### config.mk
export PLATFORM = sky130hd
export DESIGN_NAME = hamming_corr
export DESIGN_NICKNAME = d
export VERILOG_FILES = /design/src/rtl/hamming_corr_pkg.sv /design/src/rtl/ecc_sync_fifo.sv /design/src/rtl/hamming_corr.sv
export SDC_FILE = /design/constraint.sdc
export NUM_CORES = 1
export LEC_CHECK = 0
export BUFFER_PORTS_ARGS = -buffer_cell sky130_fd_sc_hd__buf_4
export CAP_MARGIN = 10
export CORE_ASPECT_RATIO = 1.25
export CORE_MARGIN = 3
export CORE_UTILIZATION = 29
export DETAILED_ROUTE_END_ITERATION = 6
export MAX_ROUTING_LAYER = met4
export PLACE_DENSITY = 0.42
export SLEW_MARGIN = 10
export SYNTH_ARGS = -nofsm -noshare
export SYNTH_HDL_FRONTEND = slang
export SYNTH_SLANG_ARGS = --single-unit
### constraint.sdc
create_clock -name i_clk -period 4.6 [get_ports i_clk]
set_clock_uncertainty 0.15 [all_clocks]
set_input_delay 1.38 -clock i_clk [delete_from_list [all_inputs] [get_ports i_clk]]
set_output_delay 1.38 -clock i_clk [all_outputs]
set_load 0.05 [all_outputs]
### src/rtl/hamming_corr_pkg.sv
// Shared ECC types and helpers for the SECDED correction stage.
// Codeword index 0 is overall parity; indices 1..71 are Hamming positions.
package hamming_corr_pkg;

    localparam int ECC_DATA_W = 64;
    localparam int ECC_CW_W   = 72;
    localparam int ECC_SYN_W  = 8;

    typedef logic [ECC_CW_W-1:0]  pattern_t;
    typedef logic [ECC_SYN_W-1:0] parity_t;

    typedef struct packed {
        logic [ECC_DATA_W-1:0] data;
        logic                  sec;
        logic                  ded;
    } corr_t;

    // Data bits are the non-power-of-two positions, packed in ascending order.
    function automatic logic [ECC_DATA_W-1:0] cw_to_data(input pattern_t cw);
        logic [ECC_DATA_W-1:0] d;
        int                    j;
        d = {ECC_DATA_W{1'b0}};
        j = 32'sd0;
        for (int k = 32'sd1; k < ECC_CW_W; k++) begin
            if ((k & (k - 32'sd1)) != 32'sd0) begin
                d[j] = cw[k];
                j    = j + 32'sd1;
            end else begin
                d = d;
            end
        end
        return d;
    endfunction

    // Classify a syndrome and produce the (possibly corrected) payload.
    function automatic corr_t ecc_correct(input pattern_t cw, input parity_t syn);
        corr_t      res;
        pattern_t   fixed;
        logic [6:0] s;
        logic       p;
        s     = syn[6:0];
        p     = syn[7];
        fixed = cw;
        res   = '0;
        if (!p) begin
            if (s != 7'd0) begin
                res.ded = 1'b1;
            end else begin
                res.ded = 1'b0;
            end
        end else if (s == 7'd0) begin
            res.sec = 1'b1;
        end else if (s < 7'd72) begin
            fixed[s] = ~fixed[s];
            res.sec  = 1'b1;
        end else begin
            res.ded = 1'b1;
        end
        res.data = cw_to_data(fixed);
        return res;
    endfunction

endpackage

### src/rtl/ecc_sync_fifo.sv
// Synchronous FIFO aligning received codewords with their late-arriving syndromes.
// The caller guarantees push/pop legality; a count register tracks occupancy.
module ecc_sync_fifo #(
    parameter int DEPTH = 4,
    parameter int WIDTH = 72
) (
    input  logic             clk,
    input  logic             rst_n,
    input  logic             push,
    input  logic             pop,
    input  logic [WIDTH-1:0] wdata,
    output logic [WIDTH-1:0] rdata,
    output logic             full,
    output logic             empty
);

    localparam int PTR_W    = $clog2(DEPTH);
    localparam int CNT_BITS = PTR_W + 1;

    logic [WIDTH-1:0]    mem_r [DEPTH];
    logic [PTR_W-1:0]    wr_ptr_r;
    logic [PTR_W-1:0]    rd_ptr_r;
    logic [CNT_BITS-1:0] count_r;

    // Pointer and occupancy bookkeeping; pointers wrap naturally at DEPTH.
    always_ff @(posedge clk) begin
        if (!rst_n) begin
            wr_ptr_r <= '0;
            rd_ptr_r <= '0;
            count_r  <= '0;
        end else begin
            if (push) wr_ptr_r <= wr_ptr_r + PTR_W'(1'b1);
            if (pop)  rd_ptr_r <= rd_ptr_r + PTR_W'(1'b1);
            case ({push, pop})
                2'b10:   count_r <= count_r + CNT_BITS'(1'b1);
                2'b01:   count_r <= count_r - CNT_BITS'(1'b1);
                default: count_r <= count_r;
            endcase
        end
    end

    // Storage array; contents need no reset because occupancy gates reads.
    always_ff @(posedge clk) begin
        if (push) mem_r[wr_ptr_r] <= wdata;
    end

    // Head-of-queue and status decode.
    always_comb begin
        rdata = mem_r[rd_ptr_r];
        full  = (count_r == CNT_BITS'(DEPTH));
        empty = (count_r == {CNT_BITS{1'b0}});
    end

endmodule

### src/rtl/hamming_corr.sv
// SECDED correction stage: queues codewords until hamming_dec delivers the
// syndrome, then corrects/flags them and keeps saturating event counters.
module hamming_corr
    import hamming_corr_pkg::*;
#(
    parameter int FIFO_DEPTH = 4,
    parameter int CNT_W      = 16
) (
    input  logic                  i_clk,
    input  logic                  i_rst_n,
    input  logic                  i_en,
    input  pattern_t              i_pattern,
    input  logic                  i_pattern_valid,
    input  parity_t               i_parity,
    input  logic                  i_parity_valid,
    input  logic                  i_cnt_clr,
    output logic [ECC_DATA_W-1:0] o_data,
    output logic                  o_valid,
    output logic                  o_sec,
    output logic                  o_ded,
    output logic                  o_ovf,
    output logic                  o_unf,
    output logic [CNT_W-1:0]      o_cnt_sec,
    output logic [CNT_W-1:0]      o_cnt_ded
);

    localparam logic [CNT_W-1:0] CNT_MAX = {CNT_W{1'b1}};

    logic     push_req_s;
    logic     pop_req_s;
    logic     push_ok_s;
    logic     pop_ok_s;
    logic     fifo_full_s;
    logic     fifo_empty_s;
    pattern_t fifo_head_s;
    corr_t    corr_s;

    logic [ECC_DATA_W-1:0] data_r;
    logic                  valid_r;
    logic                  sec_r;
    logic                  ded_r;
    logic                  ovf_r;
    logic                  unf_r;
    logic [CNT_W-1:0]      cnt_sec_r;
    logic [CNT_W-1:0]      cnt_ded_r;

    // A push into a full FIFO is accepted only when a pop frees the slot;
    // a syndrome against an empty FIFO never bypasses a same-cycle push.
    always_comb begin
        push_req_s = i_en & i_pattern_valid;
        pop_req_s  = i_en & i_parity_valid;
        pop_ok_s   = pop_req_s & ~fifo_empty_s;
        push_ok_s  = push_req_s & (~fifo_full_s | pop_ok_s);
        corr_s     = ecc_correct(fifo_head_s, i_parity);
    end

    ecc_sync_fifo #(
        .DEPTH (FIFO_DEPTH),
        .WIDTH (ECC_CW_W)
    ) u_fifo (
        .clk   (i_clk),
        .rst_n (i_rst_n),
        .push  (push_ok_s),
        .pop   (pop_ok_s),
        .wdata (i_pattern),
        .rdata (fifo_head_s),
        .full  (fifo_full_s),
        .empty (fifo_empty_s)
    );

    // Result registers: single-cycle valid pulse, payload held while idle.
    always_ff @(posedge i_clk) begin
        if (!i_rst_n) begin
            data_r  <= {ECC_DATA_W{1'b0}};
            valid_r <= 1'b0;
            sec_r   <= 1'b0;
            ded_r   <= 1'b0;
        end else begin
            valid_r <= pop_ok_s;
            sec_r   <= pop_ok_s & corr_s.sec;
            ded_r   <= pop_ok_s & corr_s.ded;
            if (pop_ok_s) begin
                data_r <= corr_s.data;
            end else begin
                data_r <= data_r;
            end
        end
    end

    // Sticky overflow/underflow flags, cleared only by reset.
    always_ff @(posedge i_clk) begin
        if (!i_rst_n) begin
            ovf_r <= 1'b0;
            unf_r <= 1'b0;
        end else begin
            if (push_req_s && fifo_full_s && !pop_ok_s) ovf_r <= 1'b1;
            if (pop_req_s && fifo_empty_s)              unf_r <= 1'b1;
        end
    end

    // Saturating event counters; clear wins over a same-cycle event.
    always_ff @(posedge i_clk) begin
        if (!i_rst_n) begin
            cnt_sec_r <= {CNT_W{1'b0}};
            cnt_ded_r <= {CNT_W{1'b0}};
        end else if (i_cnt_clr) begin
            cnt_sec_r <= {CNT_W{1'b0}};
            cnt_ded_r <= {CNT_W{1'b0}};
        end else begin
            if (pop_ok_s && corr_s.sec && cnt_sec_r != CNT_MAX)
                cnt_sec_r <= cnt_sec_r + CNT_W'(1'b1);
            if (pop_ok_s && corr_s.ded && cnt_ded_r != CNT_MAX)
                cnt_ded_r <= cnt_ded_r + CNT_W'(1'b1);
        end
    end

    assign o_data    = data_r;
    assign o_valid   = valid_r;
    assign o_sec     = sec_r;
    assign o_ded     = ded_r;
    assign o_ovf     = ovf_r;
    assign o_unf     = unf_r;
    assign o_cnt_sec = cnt_sec_r;
    assign o_cnt_ded = cnt_ded_r;

endmodule

==> qor.yml, run 1 <==
layout_common_cells: "edfxtp_1 (288), buf_4 (241), mux2i_1 (171)"
antenna_found_initial: 1
hpwl_mm: 40.2
synth_top_area_cell: "edfxtp_1"
setup_viol: 0
htree_levels: 2
rsz0062_at_grt: "no"
regToRegEndpoint: "o_data[41]"
clock-root-buffer: "clkbuf_16"
powerDensity_mw_per_mm2: 408
maxCapViolCount: 0
area_delta_synth_final_pct: 23.8
grt_usage_pct: 18.8
via_per_inst: 5.15
critPathMostFrequentCell: "buf_4"
crit_required_ns: 4.91
synth_top_area_share_pct: 50.3
leakage_nw: 7.59
post-cts-setup-buffers: 0
worst_slack_ns: 0.818
fin_crit_sh_pct: 82.2
netlist_area_mm2: 0.0172
grt_pass1_vias: 12042
post-route-drc-count: 0
vias: 11939
dr.pass1.iters: 5
final.setup.tns_ns: 0
path_cells: "buf_4 > and4b_1 > a211oi_2 > nand3_1 > a2111oi_1 > buf_4 > nor4_4 > a2111o_1 > buf_4 > a41o_1"
hold_start: "o_data[35]"
hold_violations: 0
start_kind: "input pin"
worstMarginPinSlew_ns: 0.801
ioPinCount: 187
detailedPlace.worstSlack_ns: 0.266
ys_seq_elements: 398
fin_crit_ns: 3.78
fp-row-count: 99
async_flop_share_pct: 0
rr_worst_depth: 10
wl_per_cell_um: 24.9
synth_area_per_cell_um2: 13.0
status: "finished clean"
synth_flop_cell: "edfxtp_1"
antenna_left: 0
cts_sinks: 398
synth-seq-area-share_pct: 63.1
syn-num-nets: 1411
path_max_fanout: 25
gp_congestion: 0.870
grt_pass1_wl_mm: 83.9
grt_max_degree: 73
start_util_pct: 29.4
slew_viol_final: 0
fp.dieW_um: 224
cp.arrival_ns: 4.09
final_layout_size_suffix_gt1_share_pct: 22.9
fmax_ghz: 0.264
clk_pin_slew_ns: 0.06
cts_buffer_depth: 3
min_path_type: "reg -> reg"
synthCells: 1318
max-slew-margin-rel_pct: 46.2
synthTopCellsByArea: "edfxtp_1 (50%), dfxtp_1 (13%), mux2i_1 (10%)"
final_nets: 1619
cpMaxStageDelayCell: "a2111o_1"
final_util_pct: 36.4
fin_area_mm2: 0.0213
tritoncts: "yes"
min_to: "o_data[35]"
die_h_um: 278
dieArea_mm2: 0.0623
ctsHoldBuffers: 0
first_iter_violations: 865
ff2ff_setup_slack_ns: 1.03
holdPathStages: 2
io_buffers: 186
grt_remaining_overflow: 0
end_kind: "register"
fill_cells: 5789
yosys_warnings: 0
clock_latency_ns: 0.59
path_class: "in -> reg"
routed_wl_mm: 57.8
synth-edff-count: 288
ir_worst_vdd_mv: 0.293
post_cts_resized: 0
dpl-instance-area_mm2: 0.0197
cts_inserted_buffers: 45
core-area_mm2: 0.0585
yosysUniqueCellTypes: 70
final_common_cell: "edfxtp_1"
max_stage_delay_ns: 0.52
-- stage by stage --
step | std cells | power (mW) | hold WS, ns
after floorplan | 1318 | 4.61 | 0.334
after global placement | 2236 | 4.99 | 0.295
after detailed placement | 2236 | 5.00 | 0.297
after CTS | 2319 | 8.82 | 0.310
after global routing | 2320 | 9.03 | 0.347
final | 2320 | 8.69 | 0.307
-- sequential cells by signal (all words and copies together), names as in the netlist, named ones only --
| name | cells |
|---|---|
| o_cnt_ded | 16 |
| o_cnt_sec | 16 |
| o_data | 64 |
| o_ded | 1 |
| o_ovf | 1 |
| o_sec | 1 |
| o_unf | 1 |
| o_valid | 1 |
| u_fifo.count_r | 3 |
| u_fifo.mem_r | 288 |
| u_fifo.rd_ptr_r | 2 |
| u_fifo.wr_ptr_r | 2 |
-- critical path: cells and delay by family --
family	cells	cell delay, ns
and+or+nand+nor	3	0.60
buffers and inverters	3	0.70
AOI/OAI and AO/OA	4	1.38
-- logic make-up after synthesis --
| group | after synthesis | synth area share, % |
|---|---|---|
| AOI/OAI and AO/OA | 228 | 9.80 |
| DFF | 398 | 63.1 |
| adders and majority gates | 7 | 0.553 |
| muxes | 182 | 11.1 |
| buffers and inverters | 102 | 3.14 |
| and+or+nand+nor | 369 | 10.7 |
| xor gates and xnor gates | 32 | 1.63 |
-- per-layer routing --
| layer | up-vias | global-route usage [%] | wire (um) |
|---|---|---|---|
| met5 | - | - | 0 |
| met4 | 0 | 6.07 | 1880 |
| met3 | 106 | 2.77 | 2660 |
| met2 | 386 | 31.3 | 28400 |
| met1 | 5964 | 23.6 | 24900 |
| li1 | 5483 | - | - |
-- final cells by class --
cell class	instances	area, um^2	area share (%)
Inverter	14	52.6	0.247
Multi-Input combinational cell	818	5900	27.7
Sequential cell	398	10900	51.0
Timing Repair Buffer	249	1970	9.25
Clock inverter	22	340	1.60
Tap cell	757	947	4.45
Clock buffer	61	1220	5.71
Antenna cell	1	2.50	0.0118
-- worst max-delay path by stage --
stage	endpoint	startpoint	depth (start not counted)
3_3_place_gp	o_data[49]	i_parity[0]	10
4_1_cts	o_data[41]	i_parity[0]	10
5_1_grt	o_data[32]	i_parity[0]	10
2_1_floorplan	u_fifo.mem_r[1][0]	i_parity_valid	3
6_report	o_data[41]	i_parity[0]	10
3_5_place_dp	o_data[56]	i_parity[0]	10
-- where the power goes --
part	leakage, nW	total [mW]	internal [mW]	switching (mW)
clock network	0.758	3.78	2.31	1.47
registers	3.51	4.00	3.95	0.0505
logic	3.33	0.909	0.309	0.600
-- synth_stat cells, types with 13 or more instances --
library cell  count
a21oi_1          24
a221oi_1         13
a22oi_1          61
a31oi_1          16
a41o_1           24
and2_1           20
clkbuf_1         53
dfxtp_1         110
edfxtp_1        288
mux2i_1         171
nand2_1         130
nand3_1          26
nand4_1          19
nor2_1           78
nor3_1           28
o21ai_0          36
xnor2_1          19
xor2_1           13
No activity file was read; power rests on OpenSTA's default activity.
==> run 2, diff against run 1 <==
--- a/config.mk
+++ b/config.mk
@@ -12,7 +12,7 @@
 export CORE_UTILIZATION = 29
 export DETAILED_ROUTE_END_ITERATION = 6
 export MAX_ROUTING_LAYER = met4
-export PLACE_DENSITY = 0.42
+export PLACE_DENSITY = 0.44
 export SLEW_MARGIN = 10
 export SYNTH_ARGS = -nofsm -noshare
 export SYNTH_HDL_FRONTEND = slang
==> constraint.sdc (replaced) <==
create_clock -name i_clk -period 3.4 [get_ports i_clk]
set_clock_uncertainty 0.15 [all_clocks]
set_input_delay 1.02 -clock i_clk [delete_from_list [all_inputs] [get_ports i_clk]]
set_output_delay 1.02 -clock i_clk [all_outputs]
set_load 0.05 [all_outputs]
==> qor.yml, run 2 (synthesis gave the netlist of run 1 again) <==
status: "finished clean"
final_common_cell: "edfxtp_1"
vias: 11893  # -0.39%
cts_buffer_depth: 3  # unchanged
setup_viol: 0  # unchanged
wl_per_cell_um: 24.2  # -3.0%
pwr-share-clk_pct: 43.2  # -0.3 points
grt_pass1_wl_mm: 82.9  # -1.2%
end_kind: "register"
maxCapViolCount: 0  # unchanged
swShare_pct: 24.4  # about the same
die_h_um: 278  # unchanged
seqPwrFrac_pct: 46.0  # about the same
post_cts_resized: 0  # unchanged
max-slew-margin-rel_pct: 21.6  # -25 points
hpwl_mm: 41.3  # +2.8%
clock_latency_ns: 0.58  # about the same
ir_worst_vdd_mv: 0.324  # +11%
min_path_type: "reg -> reg"
fin_crit_sh_pct: 93.8
start_util_pct: 29.4  # unchanged
leakage_nw: 7.87  # +3.6%
ioPinCount: 187  # unchanged
area_delta_synth_final_pct: 26.6
ctsHoldBuffers: 0  # unchanged
fmax_ghz: 0.313
largest_reg_flops: 288  # unchanged
hold_violations: 0  # unchanged
p_int_mw: 8.90  # +36%
grt_remaining_overflow: 0  # unchanged
top_register: "u_fifo.mem_r"
critPathTopFamily: "simple AND/OR/NAND/NOR gates"
grt_max_degree: 73  # unchanged
worstMarginPinSlew_ns: 1.16  # +0.363 ns
layout_common_cells: "edfxtp_1 (288), buf_4 (283), mux2i_1 (171)"
cpMaxStageDelayCell: "nor4b_2"
start_kind: "input pin"
path_cells: "buf_4 > buf_4 > nor4b_2 > buf_4 > a22oi_1 > nand4_1 > nor3_1 > nor4_4 > buf_4 > a31oi_1 > o21ai_0"
dieArea_mm2: 0.0623  # unchanged
io_buffers: 186  # unchanged
htree_levels: 2  # unchanged
fin_crit_ns: 3.19
path_buf_inv: 4  # +1
path_max_fanout: 18  # -28%
clk_pin_slew_ns: 0.06  # about the same
first_iter_violations: 899  # +3.9%
clock-root-buffer: "clkbuf_16"
cts_sinks: 398  # unchanged
core-area_mm2: 0.0585  # unchanged
path_class: "in -> reg"
tritoncts: "yes"
post-cts-setup-buffers: 0  # unchanged
rsz0062_at_grt: "no"
antenna_found_initial: 2  # +1
switchingPower_mw: 2.87  # +36%
cts_inserted_buffers: 45  # unchanged
fp-row-count: 99  # unchanged
antenna_left: 0  # unchanged
final.setup.tns_ns: 0  # unchanged
fp.dieW_um: 224  # unchanged
grt_usage_pct: 18.6  # -0.17 points
powerDensity_mw_per_mm2: 541  # +32%
crit_required_ns: 3.75  # -1.16 ns
final_layout_size_suffix_gt1_share_pct: 25.1  # +2.2 points
post-route-drc-count: 0  # unchanged
combPwrFrac_pct: 10.8  # +0.3 points
cp.arrival_ns: 3.54  # -0.55 ns
dr.pass1.iters: 5  # unchanged
critPathMostFrequentCell: "buf_4"
slew_viol_final: 0  # unchanged
final_nets: 1670  # +3.2%
routed_wl_mm: 57.4  # -0.73%
via_per_inst: 5.01  # -2.7%
max_stage_delay_ns: 0.65  # +0.13 ns
gp_congestion: 0.891  # +2.4%
total_power_mw: 11.8  # +36%
grt_pass1_vias: 11788  # -2.1%
[run 2: changes by cell type in the layout (fill, tap and decap cells not counted), moves of 2 or more]
cell,before,now
buf_4,241,283
clkinv_1,3,9
clkinv_8,2,0
diode_2,1,3
clkinv_2,7,4
clkbuf_16,45,47
buf_12,8,17
clkbuf_1,13,11
[run 2: tightest hold or removal path, cell delays in order, from the launching register on]
cell and delay [ns]:
dfxtp_1 0.33, nand2_1 0.05, o21ai_0 0.05
[run 2: per-stage QoR]
| stage | util, % | hold slack (ns) | worst slack, ns | cells | area (um^2) |
|---|---|---|---|---|---|
| final | 37.2 | 0.312 | 0.210 | 2374 | 21800 |
| after global routing | 37.2 | 0.337 | 0.0759 | 2373 | 21800 |
| after CTS | 37.2 | 0.313 | 0.182 | 2371 | 21800 |
| after detailed placement | 34.6 | 0.300 | -0.421 | 2287 | 20200 |
| after global placement | 34.6 | 0.296 | -0.337 | 2287 | 20200 |
| after floorplan | - | 0.334 | 0.0242 | 1318 | 17200 |
[run 2: final cells by class]
cell class / count / area [um^2]
Fill cell: 5675 / 36700
Sequential cell: 398 / 10900
Multi-Input combinational cell: 818 / 5900
Timing Repair Buffer: 300 / 2460
Clock buffer: 60 / 1240
Tap cell: 757 / 947
Clock inverter: 24 / 302
Inverter: 14 / 52.6
Antenna cell: 3 / 7.51
[run 2: path summary, 6_finish.rpt]
check / to / cells after the start / slack, ns / from
min: o_data[27] / 2 / 0.31 / o_data[27]
min reg2reg: o_data[27] / 2 / 0.31 / o_data[27]
max: o_data[9] / 11 / 0.21 / i_parity[0]
max reg2reg: o_data[62] / 10 / 0.33 / register
[run 2: routing by layer]
metal	global-route usage [%]	wire [um]	vias up
li1	-	-	5585
met3	3.29	2770	85
met2	30.8	28100	358
met5	-	0	-
met4	5.64	1720	0
met1	23.4	24800	5865
[run 2: power groups by stage]
stage | Sequential (mW) | Combinational, mW | Clock [mW]
floorplan | 5.65 | 0.582 | 0
global placement | 5.52 | 1.28 | 0
detailed placement | 5.52 | 1.28 | 0
CTS | 5.41 | 1.29 | 5.23
global route | 5.42 | 1.36 | 5.45
finish | 5.41 | 1.27 | 5.09
==> run 3, diff against run 2 <==
--- a/config.mk
+++ b/config.mk
@@ -6,13 +6,14 @@
 export NUM_CORES = 1
 export LEC_CHECK = 0
 export BUFFER_PORTS_ARGS = -buffer_cell sky130_fd_sc_hd__buf_4
-export CAP_MARGIN = 10
+export CAP_MARGIN = 20
 export CORE_ASPECT_RATIO = 1.25
 export CORE_MARGIN = 3
 export CORE_UTILIZATION = 29
+export CTS_CLUSTER_DIAMETER = 40
 export DETAILED_ROUTE_END_ITERATION = 6
 export MAX_ROUTING_LAYER = met4
-export PLACE_DENSITY = 0.44
+export PLACE_DENSITY = 0.55
 export SLEW_MARGIN = 10
 export SYNTH_ARGS = -nofsm -noshare
 export SYNTH_HDL_FRONTEND = slang
==> qor.yml, run 3 (synthesis gave the netlist of run 1 again) <==
dr.pass1.iters: 6  # +1
antenna_found_initial: 0  # -2
routed_wl_mm: 55.6  # -3.2%
dieArea_mm2: 0.0623  # unchanged
final.setup.tns_ns: 0  # unchanged
path_depth: 10  # -1
rr_worst_depth: 9  # -1
gp_congestion: 0.875  # -1.9%
critPathMostFrequentCell: "buf_4"
clock-root-buffer: "clkbuf_16"
cpMaxStageDelayCell: "nor4b_2"
vias: 12164  # +2.3%
layout_common_cells: "edfxtp_1 (288), buf_4 (282), mux2i_1 (171)"
area_delta_synth_final_pct: 27.7
wl_per_cell_um: 23.4  # -3.4%
fp-row-count: 99  # unchanged
swShare_pct: 24.9  # +0.50 points
largest_reg_flops: 288  # unchanged
htree_levels: 2  # unchanged
via_per_inst: 5.11  # +2.1%
path_max_fanout: 18  # unchanged
cp.arrival_ns: 3.56  # +0.02 ns
status: "finished clean"
clock_latency_ns: 0.60  # +0.02 ns
combPwrFrac_pct: 10.0  # -0.8 points
grt_max_degree: 63  # -14%
antenna_left: 0  # unchanged
worstMarginPinSlew_ns: 0.922  # -0.241 ns
clk_pin_slew_ns: 0.06  # about the same
antenna_cells: 0  # -3
die_h_um: 278  # unchanged
top_register: "u_fifo.mem_r"
grt_pass1_wl_mm: 80.6  # -2.7%
holdPathStages: 2  # unchanged
path_buf_inv: 3  # -1
seqPwrFrac_pct: 43.2  # -2.8 points
setup_viol: 0  # unchanged
fmax_ghz: 0.311  # -0.70%
post-cts-setup-buffers: 0  # unchanged
crit_required_ns: 3.75  # about the same
leakage_nw: 7.98  # +1.5%
cts_inserted_buffers: 53  # +18%
final_nets: 1671  # +0.060%
start_util_pct: 29.4  # unchanged
cts_buffer_depth: 3  # unchanged
pwr-share-clk_pct: 46.8  # +3.6 points
end_kind: "register"
hpwl_mm: 40.0  # -3.2%
grt_pass1_vias: 12068  # +2.4%
path_class: "in -> reg"
final_layout_size_suffix_gt1_share_pct: 26.3  # +1.2 points
switchingPower_mw: 3.11  # +8.5%
rsz0062_at_grt: "no"
ir_worst_vdd_mv: 0.294  # -9.4%
maxCapViolCount: 0  # unchanged
core-area_mm2: 0.0585  # unchanged
hold_violations: 0  # unchanged
critPathTopFamily: "simple AND/OR/NAND/NOR gates"
first_iter_violations: 1084  # +21%
fin_crit_sh_pct: 94.5  # +0.66 points
p_int_mw: 9.40  # +5.6%
max_stage_delay_ns: 0.79  # +0.14 ns
cts_sinks: 398  # unchanged
max-slew-margin-rel_pct: 38.4  # +17 points
powerDensity_mw_per_mm2: 570  # +5.4%
min_path_type: "reg -> reg"
fin_crit_ns: 3.21  # +0.0226 ns
final_util_pct: 37.6  # +0.31 points
path_cells: "buf_4 > buf_4 > nor4b_2 > a22oi_1 > nand4_1 > nor3_1 > nor4_4 > buf_4 > nor3b_1 > o31ai_1"
fill_cells: 5631  # -0.78%
ioPinCount: 187  # unchanged
post-route-drc-count: 0  # unchanged
fp.dieW_um: 224  # unchanged
tritoncts: "yes"
grt_remaining_overflow: 0  # unchanged
grt_usage_pct: 17.9  # -0.69 points
start_kind: "input pin"
final_common_cell: "edfxtp_1"
io_buffers: 186  # unchanged
slew_viol_final: 0  # unchanged
## run 3: changes by cell type in the layout (fill, tap and decap cells not counted), sizes merged
| cell | previous run | this run |
|---|---|---|
| clkinv | 15 | 16 |
| bufinv | 7 | 8 |
| buf | 300 | 292 |
| diode | 3 | 0 |
| clkinvlp | 2 | 4 |
| clkbuf | 60 | 59 |
| inv | 14 | 27 |
## run 3: timing repair
action / 4_1_cts / 5_1_grt
gates resized for setup: 0 / 1
hold endpoints to repair: 0 / 0
endpoints found under the setup margin: 0 / 21
hold buffers: 0 / 0
## run 3: power groups by stage
stage	registers [mW]	logic [mW]	clock network [mW]
CTS	5.41	1.26	5.97
global route	5.42	1.34	6.18
finish	5.41	1.26	5.85
floorplan	5.65	0.582	0
detailed placement	5.51	1.26	0
global placement	5.51	1.25	0
## run 3: final cells by class
type / instances / area (um^2) / share of cell area, %
Timing Repair Buffer: 293 / 2320 / 10.6
Clock buffer: 58 / 1390 / 6.32
Inverter: 14 / 52.6 / 0.239
Tap cell: 757 / 947 / 4.31
Clock inverter: 41 / 494 / 2.25
Multi-Input combinational cell: 818 / 5900 / 26.9
Sequential cell: 398 / 10900 / 49.4
## run 3: final timing paths
check,endpoint,slack [ns],startpoint
worst min-delay path,o_data[29],0.31,o_data[29]
worst max-delay path,o_data[12],0.19,i_parity[0]
worst max register to register,o_data[62],0.20,register
worst min register to register,o_data[29],0.31,o_data[29]
## run 3: worst min-delay path, cell delays in order (launching register included)
cell and delay, ns:
dfxtp_1 0.32, nand2_1 0.04, o21ai_0 0.06
## run 3: metrics by stage
stage	worst slack [ns]	cell area, um^2	hold WS (ns)	instances	power [mW]
final	0.187	22000	0.308	2379	12.5
after global routing	0.00821	22000	0.348	2379	12.9
after CTS	0.117	21900	0.312	2378	12.6
after detailed placement	-0.373	20100	0.298	2279	6.77
after global placement	-0.267	20100	0.296	2279	6.75
after floorplan	0.0242	17200	0.334	1318	6.23
## run 3: per-layer routing
layer | up-vias | track usage (%) | routed length [um]
li1 | 5579 | - | -
met1 | 5991 | 22.4 | 23100
met2 | 490 | 29.9 | 27500
met3 | 104 | 3.44 | 3680
met4 | 0 | 4.61 | 1360
met5 | - | - | 0
